[src/rtl/fsk_bit_decoder.sv]
// FSK bit decoder: hysteresis slicer on the measured tone frequency followed by an 8N1 UART receiver.
// Define FSK_PARITY_EN to expect an even-parity bit between the data bits and the stop bit.
module fsk_bit_decoder #(
  parameter int unsigned CLOCK_FREQ = 200000000,
  parameter int unsigned BAUD       = 1200,
  parameter int unsigned MARK_FREQ  = 1200,
  parameter int unsigned SPACE_FREQ = 2200,
  parameter int unsigned HYST       = 100
) (
  input  logic        clk,
  input  logic        rst,
  input  logic [31:0] frequency,
  output logic [7:0]  data_out,
  output logic        data_valid,
  output logic        framing_error,
  output logic        parity_error,
  output logic        busy,
  output logic        bit_level
);

  localparam int unsigned BIT_PERIOD = CLOCK_FREQ / BAUD;
  localparam int unsigned CNT_W      = (BIT_PERIOD > 2) ? $clog2(BIT_PERIOD) : 1;
  localparam logic [31:0] THRESHOLD  = (MARK_FREQ + SPACE_FREQ) / 2;
  localparam logic [31:0] THRESH_HI  = THRESHOLD + HYST;
  localparam logic [31:0] THRESH_LO  = THRESHOLD - HYST;
  localparam logic [CNT_W-1:0] HALF_LOAD = CNT_W'(BIT_PERIOD / 2 - 1);
  localparam logic [CNT_W-1:0] FULL_LOAD = CNT_W'(BIT_PERIOD - 1);

  typedef enum logic [2:0] {IDLE, START, DATA, PARITY, STOP} stateType;

  stateType         stateReg, stateNext;
  logic [CNT_W-1:0] baudCntReg, baudCntNext;
  logic [2:0]       bitIdxReg, bitIdxNext;
  logic [7:0]       shiftReg, shiftNext;
  logic [7:0]       dataOutNext;
  logic             dataValidNext, framingErrNext, busyNext;
  logic             levelNext, levelD;
  logic             startEdge, sampleEvt;

  // A zero reading means the upstream stage has no measurement yet, so the level is held.
  always_comb begin
    levelNext = bit_level;
    if (frequency != '0) begin
      if (frequency > THRESH_HI)
        levelNext = 1'b0;
      else if (frequency < THRESH_LO)
        levelNext = 1'b1;
    end
  end

  always_ff @(posedge clk or posedge rst) begin
    if (rst) begin
      bit_level <= 1'b1;
      levelD    <= 1'b1;
    end else begin
      bit_level <= levelNext;
      levelD    <= bit_level;
    end
  end

  assign startEdge = levelD & ~bit_level;
  assign sampleEvt = (baudCntReg == '0);

`ifdef FSK_PARITY_EN
  logic parityBitReg, parityBitNext, parityErrNext;

  always_ff @(posedge clk or posedge rst) begin
    if (rst) begin
      parityBitReg <= 1'b0;
      parity_error <= 1'b0;
    end else begin
      parityBitReg <= parityBitNext;
      parity_error <= parityErrNext;
    end
  end
`else
  assign parity_error = 1'b0;
`endif

  always_comb begin
    stateNext      = stateReg;
    baudCntNext    = (baudCntReg != '0) ? baudCntReg - 1'b1 : baudCntReg;
    bitIdxNext     = bitIdxReg;
    shiftNext      = shiftReg;
    dataOutNext    = data_out;
    dataValidNext  = 1'b0;
    framingErrNext = 1'b0;
`ifdef FSK_PARITY_EN
    parityBitNext  = parityBitReg;
    parityErrNext  = 1'b0;
`endif
    case (stateReg)
      IDLE: begin
        if (startEdge) begin
          baudCntNext = HALF_LOAD;
          stateNext   = START;
        end
      end
      START: begin
        // The start bit must still read space at mid-bit, otherwise the edge was a glitch.
        if (sampleEvt) begin
          if (!bit_level) begin
            baudCntNext = FULL_LOAD;
            bitIdxNext  = '0;
            stateNext   = DATA;
          end else begin
            stateNext = IDLE;
          end
        end
      end
      DATA: begin
        if (sampleEvt) begin
          shiftNext   = {bit_level, shiftReg[7:1]};
          bitIdxNext  = bitIdxReg + 1'b1;
          baudCntNext = FULL_LOAD;
          if (bitIdxReg == 3'd7) begin
`ifdef FSK_PARITY_EN
            stateNext = PARITY;
`else
            stateNext = STOP;
`endif
          end
        end
      end
`ifdef FSK_PARITY_EN
      PARITY: begin
        if (sampleEvt) begin
          parityBitNext = bit_level;
          baudCntNext   = FULL_LOAD;
          stateNext     = STOP;
        end
      end
`endif
      STOP: begin
        if (sampleEvt) begin
          stateNext = IDLE;
          if (!bit_level) begin
            framingErrNext = 1'b1;
`ifdef FSK_PARITY_EN
          end else if (^{shiftReg, parityBitReg}) begin
            parityErrNext = 1'b1;
`endif
          end else begin
            dataOutNext   = shiftReg;
            dataValidNext = 1'b1;
          end
        end
      end
      default: stateNext = IDLE;
    endcase
  end

  assign busyNext = (stateNext != IDLE);

  always_ff @(posedge clk or posedge rst) begin
    if (rst) begin
      stateReg      <= IDLE;
      baudCntReg    <= '0;
      bitIdxReg     <= '0;
      shiftReg      <= '0;
      data_out      <= '0;
      data_valid    <= 1'b0;
      framing_error <= 1'b0;
      busy          <= 1'b0;
    end else begin
      stateReg      <= stateNext;
      baudCntReg    <= baudCntNext;
      bitIdxReg     <= bitIdxNext;
      shiftReg      <= shiftNext;
      data_out      <= dataOutNext;
      data_valid    <= dataValidNext;
      framing_error <= framingErrNext;
      busy          <= busyNext;
    end
  end

endmodule

[config.mk]
export PLATFORM = sky130hd
export DESIGN_NAME = fsk_bit_decoder
export DESIGN_NICKNAME = d
export VERILOG_FILES = /design/src/rtl/fsk_bit_decoder.sv
export SDC_FILE = /design/constraint.sdc
export NUM_CORES = 1
export LEC_CHECK = 0
export ABC_CLOCK_PERIOD_IN_PS = 4460
export CAP_MARGIN = 20
export CORE_MARGIN = 2
export CORE_UTILIZATION = 50
export DETAILED_ROUTE_END_ITERATION = 8
export PLACE_DENSITY = 0.81
export SYNTH_ARGS = -nofsm -noshare
export SYNTH_HDL_FRONTEND = slang
export SYNTH_SLANG_ARGS = --single-unit
[constraint.sdc]
create_clock -name clk -period 4.46 [get_ports clk]
set_input_delay 0.892 -clock clk [delete_from_list [all_inputs] [get_ports clk]]
set_output_delay 0.892 -clock clk [all_outputs]
set_load 0.005 [all_outputs]
==> flow_metrics.py, run 1 <==
metrics = {
    "routing": {
        "postRouteAntennaNets": 0,
        "drcViolationCount": 0,
        "drt_iter0_drc": 110,
        "routed_wl_um": 4570,
        "dr.pass1.iters": 4,
        "via_per_inst": 5.77,
        "wire_per_inst_um": 14.8,
        "vias": 1782,
    },
    "finish": {
        "fin_nets": 296,
        "final_area_um2": 2840,
        "fin_util": 0.652,
        "syn2layout_area_growth_pct": 25.9,
        "antenna_cells": 0,
        "drive_above_1_share": 0.132,
    },
    "synth": {
        "synth_area_leader_cell": "dfrtp_1",
        "synth_seq_cells": 45,
        "synth_top_area_frac": 0.478,
        "synth_common_cells": "dfrtp_1, nor2_1, mux2_2, nand2_1, nor3_1",
        "synth_compound_area_frac": 0.107,
        "ys_warn_count": 0,
        "synthTopCellsByArea": "dfrtp_1, mux2_2, nor2_1",
        "synthAdderAreaFrac": 0.0278,
        "synthDistinctLibCells": 48,
        "synthFlopType": "dfrtp_1",
        "syn_area_per_cell_um2": 10.6,
        "ys_seq_area_frac": 0.501,
        "synthXorXnorAreaFrac": 0.0311,
        "muxShareOfSynthArea": 0.0888,
        "synth_nets": 251,
        "synth_area_um2": 2250,
        "synth_top_family_by_area": "simple AND/OR/NAND/NOR gates",
        "syn_inst": 212,
        "async_reset_ff_frac": 1.00,
        "synth_most_common_cell": "dfrtp_1",
        "synth-simple-area-share": 0.209,
        "synth_edf_count": 0,
    },
    "sta": {
        "min_period_over_period": 0.694,
        "finalHoldViolCount": 0,
        "whs_ns": 0.461,
        "drv_slew": 0,
        "fmax_mhz": 323,
        "max_slew_margin": 0.423,
        "worstMarginPinSlew_ns": 0.863,
        "finalCriticalPeriod_ns": 3.10,
        "setup_violations": 0,
        "rsz0062_at_grt": "false",
        "skew_ns": 0.00646,
        "tns_ns": 0,
    },
    "setup_path": {
        "crit_chain": "inv_1 -> ha_1 -> or4b_1 -> or4b_4 -> nor2_4 -> inv_2 -> ha_1 -> nor4b_1 -> a211o_1 -> o211ai_2",
        "crit_path_start_kind": "flip-flop",
        "r2r_setup_slack_ns": 1.36,
        "crit_top_cell": "ha_1",
        "max_stage_delay_ns": 0.61,
        "required_ns": 4.64,
        "worst-setup-path-type": "flip-flop to flip-flop",
        "cp.arrival_ns": 3.27,
        "end_kind": "flip-flop",
        "critical_path.slowest_cell": "or4b_4",
        "critPathMaxFanout": 13,
    },
    "grt": {
        "grtUsageMet1": 0.257,
        "grt_pass1_vias": 1756,
        "grt_max_degree": 46,
        "grt_usage": 0.195,
        "met3_usage": 0.0527,
        "grt_busiest_layer": "met2",
        "grt-ovfl-total": 0,
        "grt_pass1_wl_um": 7850,
        "use_met2": 0.309,
        "antenna_found_initial": 0,
    },
    "pwr": {
        "peakVddDrop_v": 0.000184,
        "combPwrFrac": 0.265,
        "seq_power_share": 0.485,
        "clkPwrFrac": 0.250,
        "power_mw": 1.19,
        "switching_share": 0.323,
        "p_leak_nw": 1.24,
        "powerDensity_nw_per_um2": 418,
        "p_sw_mw": 0.383,
        "p_int_mw": 0.802,
    },
    "place": {
        "dpl_cell_area_um2": 2730,
        "hpwl_um": 3360,
        "gp_congestion": 0.784,
        "port_buffers": 45,
    },
    "floorplan": {
        "die-area_um2": 5060,
        "io_pins": 47,
        "die_y_um": 71.1,
        "placementRows": 24,
        "start_util": 0.518,
        "core_area_um2": 4350,
        "fp.dieW_um": 71.1,
    },
    "status": {
        "status": "finished, final reports clean",
    },
    "clock_network": {
        "ctsResizeCount": 0,
        "cts_setup_buffers": 0,
        "tritoncts": "built",
        "cts_buffers": 5,
        "cts-hold-fix-buffers": 0,
        "cts.clk_slew.worst_paths_ns": 0.08,
        "cts_root_buf": "clkbuf_8",
        "htree_levels": 2,
        "cts.sink_count": 45,
        "worstSkewPairLatency_ns": 0.30,
        "cts_max_path_buffers": 2,
    },
    "job": {
        "drv_cap": 0,
    },
    "worst_hold_path": {
        "worst_hold_path_type": "flip-flop to flip-flop",
    },
}
==> worst paths after layout <==
kind                       cells after the start                        to                    start
hold / removal                                 0          levelD$_DFF_PP1_    bit_level$_DFFE_PP1P_
hold reg to reg                                0          levelD$_DFF_PP1_    bit_level$_DFFE_PP1P_
setup / recovery                              10   baudCntReg[0]$_DFF_PP0_  baudCntReg[0]$_DFF_PP0_
min in group asynchronous                      3  baudCntReg[13]$_DFF_PP0_                      rst
max in group asynchronous                      3          levelD$_DFF_PP1_                      rst
setup reg to reg                              10   baudCntReg[0]$_DFF_PP0_  baudCntReg[0]$_DFF_PP0_
==> logic make-up (layout without fill, tap and decap cells) <==
group           Yosys count  count (layout)
compound gates           34              34
simple gates             84              84
other cells               1               1
buf+inv                  17              62
flops                    45              45
fa+ha+maj                 5               5
mux                      18              18
xor+xnor                  8               8
==> per-layer routing <==
layer / vias up / wire, um
met5: - / 0
met4: 0 / 65
met3: 6 / 317
met2: 70 / 2190
met1: 839 / 1990
li1: 867 / -
==> flip-flops by register name, indices dropped and copies added, names as in the netlist <==
name           cells
baudCntReg        18
data_out           8
shiftReg           8
bitIdxReg          3
stateReg           3
bit_level          1
busy               1
data_valid         1
framing_error      1
levelD             1
==> power groups by stage <==
stage	logic (mW)	clock network, mW	registers, mW
4_1_cts	0.316	0.299	0.574
5_1_grt	0.364	0.314	0.591
3_5_place_dp	0.313	0	0.582
3_3_place_gp	0.307	0	0.575
2_1_floorplan	0.243	0	0.559
6_report	0.314	0.296	0.576
==> layout make-up <==
type	instances	area, um^2
Inverter	9	33.8
Fill cell	327	1520
Tap cell	52	65.1
Sequential cell	45	1130
Clock inverter	2	35.0
Timing Repair Buffer	46	458
Clock buffer	5	68.8
Multi-Input combinational cell	150	1050
==> stage by stage <==
stage               std cells  setup slack [ns]
global placement          302              1.49
finish                    309              1.36
floorplan                 212              1.61
detailed placement        302              1.37
global route              309              1.17
CTS                       309              1.37
==> critical path, delay by kind of cell (launching register included) <==
family / cells / cell delay, ns
fa+ha+maj: 2 / 0.49
simple gates: 4 / 1.59
compound gates: 2 / 0.22
buf+inv: 2 / 0.24
flops: 1 / 0.43
==> placed cells by master, fill, tap and decap left out, types with 6 or more instances in the layout <==
master / n
nor2_1: 20
o21ai_0: 9
xor2_1: 7
a211oi_1: 6
nand2_1: 13
clkdlybuf4s50_1: 45
nor3_1: 10
dfrtp_1: 43
nand3_1: 9
mux2_2: 16
nor4_1: 7
inv_1: 7
No activity file was read; power rests on OpenSTA's default activity.
==> run 2: changes to the inputs <==
==> config.mk (replaced) <==
export PLATFORM = sky130hd
export DESIGN_NAME = fsk_bit_decoder
export DESIGN_NICKNAME = d
export VERILOG_FILES = /design/src/rtl/fsk_bit_decoder.sv
export SDC_FILE = /design/constraint.sdc
export NUM_CORES = 1
export LEC_CHECK = 0
export ABC_CLOCK_PERIOD_IN_PS = 2700
export CAP_MARGIN = 20
export CORE_MARGIN = 2
export CORE_UTILIZATION = 46
export DETAILED_ROUTE_END_ITERATION = 8
export PLACE_DENSITY = 0.79
export SYNTH_ARGS = -nofsm -noshare
export SYNTH_HDL_FRONTEND = slang
export SYNTH_SLANG_ARGS = --single-unit
==> constraint.sdc (replaced) <==
create_clock -name clk -period 2.7 [get_ports clk]
set_input_delay 0.54 -clock clk [delete_from_list [all_inputs] [get_ports clk]]
set_output_delay 0.54 -clock clk [all_outputs]
set_load 0.005 [all_outputs]
==> run 2 against run 1 <==
Flip-flop and latch count did not move; combinational power rose by 110%; wire length rose by 6.9%; maximum frequency rose by 20%; die area rose by 8.2%; global-route usage rose by 0.60 points; hold slack improved by 0.0024 ns; utilization fell by 1.8 points; critical path depth did not move; final area rose by 5.4%; register-to-register slack got worse by 1.2 ns; via count rose by 4.2%.
==> flow_metrics.py, run 2 (same netlist as run 1, synthesis figures left out) <==
metrics = {
    "sta": {
        "fmax_mhz": 389,
        "min_period_over_period": 0.953,
        "setup_violations": 0,
        "worstMarginPinSlew_ns": 0.845,
        "rsz0062_at_grt": "false",
        "finalHoldViolCount": 0,
        "drv_slew": 0,
        "tns_ns": 0,
        "whs_ns": 0.464,
        "max_slew_margin": 0.433,
        "skew_ns": 0.00557,
        "finalCriticalPeriod_ns": 2.57,
    },
    "finish": {
        "antenna_cells": 0,
        "final_area_um2": 2990,
        "layout_commonest_cell": "clkdlybuf4s50_1",
        "syn2layout_area_growth_pct": 32.8,
        "fin_util": 0.633,
        "fill_cells": 382,
        "largest_reg_flops": 18,
        "fin_nets": 309,
        "layout_common_cells": "clkdlybuf4s50_1, dfrtp_1, nor2_1, mux2_2",
        "drive_above_1_share": 0.203,
        "regMostFlops": "baudCntReg",
        "reg_top3": "baudCntReg (18), data_out (8), shiftReg (8)",
    },
    "setup_path": {
        "cp.arrival_ns": 2.76,
        "end_kind": "flip-flop",
        "critPathMaxFanout": 5,
        "worst-setup-path-type": "flip-flop to flip-flop",
        "crit_path_start_kind": "flip-flop",
        "max_stage_delay_ns": 0.52,
        "crit_chain": "inv_2 -> ha_2 -> or4b_4 -> or4b_4 -> nor2_4 -> inv_2 -> ha_4 -> nor4b_4 -> a211o_1 -> o211ai_2",
        "r2r_setup_slack_ns": 0.13,
        "critical_path.slowest_cell": "or4b_4",
        "required_ns": 2.88,
        "cp_num_buf_inv": 2,
        "cp_top_family": "simple AND/OR/NAND/NOR gates",
    },
    "clock_network": {
        "cts.clk_slew.worst_paths_ns": 0.08,
        "cts_root_buf": "clkbuf_8",
        "tritoncts": "built",
        "cts_buffers": 5,
        "htree_levels": 2,
        "cts-hold-fix-buffers": 0,
        "cts_max_path_buffers": 2,
        "cts.sink_count": 45,
        "worstSkewPairLatency_ns": 0.30,
    },
    "routing": {
        "drcViolationCount": 0,
        "dr.pass1.iters": 4,
        "postRouteAntennaNets": 0,
        "vias": 1856,
        "wire_per_inst_um": 14.4,
        "routed_wl_um": 4880,
        "via_per_inst": 5.49,
        "drt_iter0_drc": 118,
    },
    "status": {
        "status": "finished, final reports clean",
    },
    "grt": {
        "grt-ovfl-total": 0,
        "antenna_found_initial": 0,
        "grt_usage": 0.201,
        "grt_max_degree": 25,
        "grt_pass1_vias": 1809,
        "grt_pass1_wl_um": 8280,
    },
    "floorplan": {
        "die-area_um2": 5470,
        "placementRows": 25,
        "start_util": 0.477,
        "core_area_um2": 4720,
        "die_y_um": 74.0,
        "io_pins": 47,
        "fp.dieW_um": 74.0,
    },
    "worst_hold_path": {
        "worst_hold_path_type": "flip-flop to flip-flop",
    },
    "place": {
        "gp_congestion": 0.825,
        "hpwl_um": 3670,
        "port_buffers": 45,
        "dpl_cell_area_um2": 2880,
    },
    "pwr": {
        "powerDensity_nw_per_um2": 670,
        "p_leak_nw": 1.31,
        "peakVddDrop_v": 0.000330,
        "power_mw": 2.00,
    },
    "job": {
        "drv_cap": 0,
    },
}
==> run 2: changes by cell type in the layout (fill, tap and decap cells not counted), sizes merged <==
cell / before / now
buf: 1 / 14
bufinv: 1 / 0
clkinvlp: 0 / 1
inv: 8 / 9
==> run 2: layer usage <==
| metal | share of wire | wire length [um] | vias to the layer above | track usage |
|---|---|---|---|---|
| met5 | 0 | 0 | - | 0 |
| met4 | 0.017 | 84 | 0 | 0.0667 |
| met3 | 0.064 | 314 | 9 | 0.0556 |
| met2 | 0.51 | 2500 | 61 | 0.320 |
| met1 | 0.41 | 1990 | 895 | 0.266 |
| li1 | - | - | 891 | - |
==> run 2: area by class of cell <==
class / count / area [um^2] / share of cell area
inverter: 9 / 33.8 / 0.0113
sequential: 45 / 1130 / 0.377
clock inverter: 3 / 21.3 / 0.00711
timing repair buffer: 59 / 568 / 0.190
tap: 67 / 83.8 / 0.0280
multi-input combinational: 150 / 1090 / 0.363
clock buffer: 5 / 68.8 / 0.0230
==> run 2: power by group <==
group / internal [mW] / total [mW] / switching (mW)
registers: 0.802 / 0.938 / 0.136
clock network: 0.184 / 0.422 / 0.238
logic: 0.330 / 0.644 / 0.314
total: 1.32 / 2.00 / 0.688
==> run 2: worst paths after layout <==
check,from,to,cells after the start
worst max-delay path,baudCntReg[1]$_DFF_PP0_,baudCntReg[0]$_DFF_PP0_,10
worst min-delay path,bit_level$_DFFE_PP1P_,levelD$_DFF_PP1_,0
worst max register to register,baudCntReg[1]$_DFF_PP0_,baudCntReg[0]$_DFF_PP0_,10
worst min register to register,bit_level$_DFFE_PP1P_,levelD$_DFF_PP1_,0
max in group asynchronous,rst,levelD$_DFF_PP1_,3
min in group asynchronous,rst,baudCntReg[10]$_DFF_PP0_,2
==> run 2: stage by stage <==
stage,cells,setup WS (ns)
4_1_cts,337,0.0492
2_1_floorplan,212,-0.0617
3_3_place_gp,329,0.121
3_5_place_dp,329,0.0601
6_report,338,0.127
5_1_grt,338,0.0105
==> run 2: timing repair <==
item | CTS | global route
setup buffers | 0 | 1
setup endpoints to repair | 0 | 4
gates resized for setup | 0 | 5
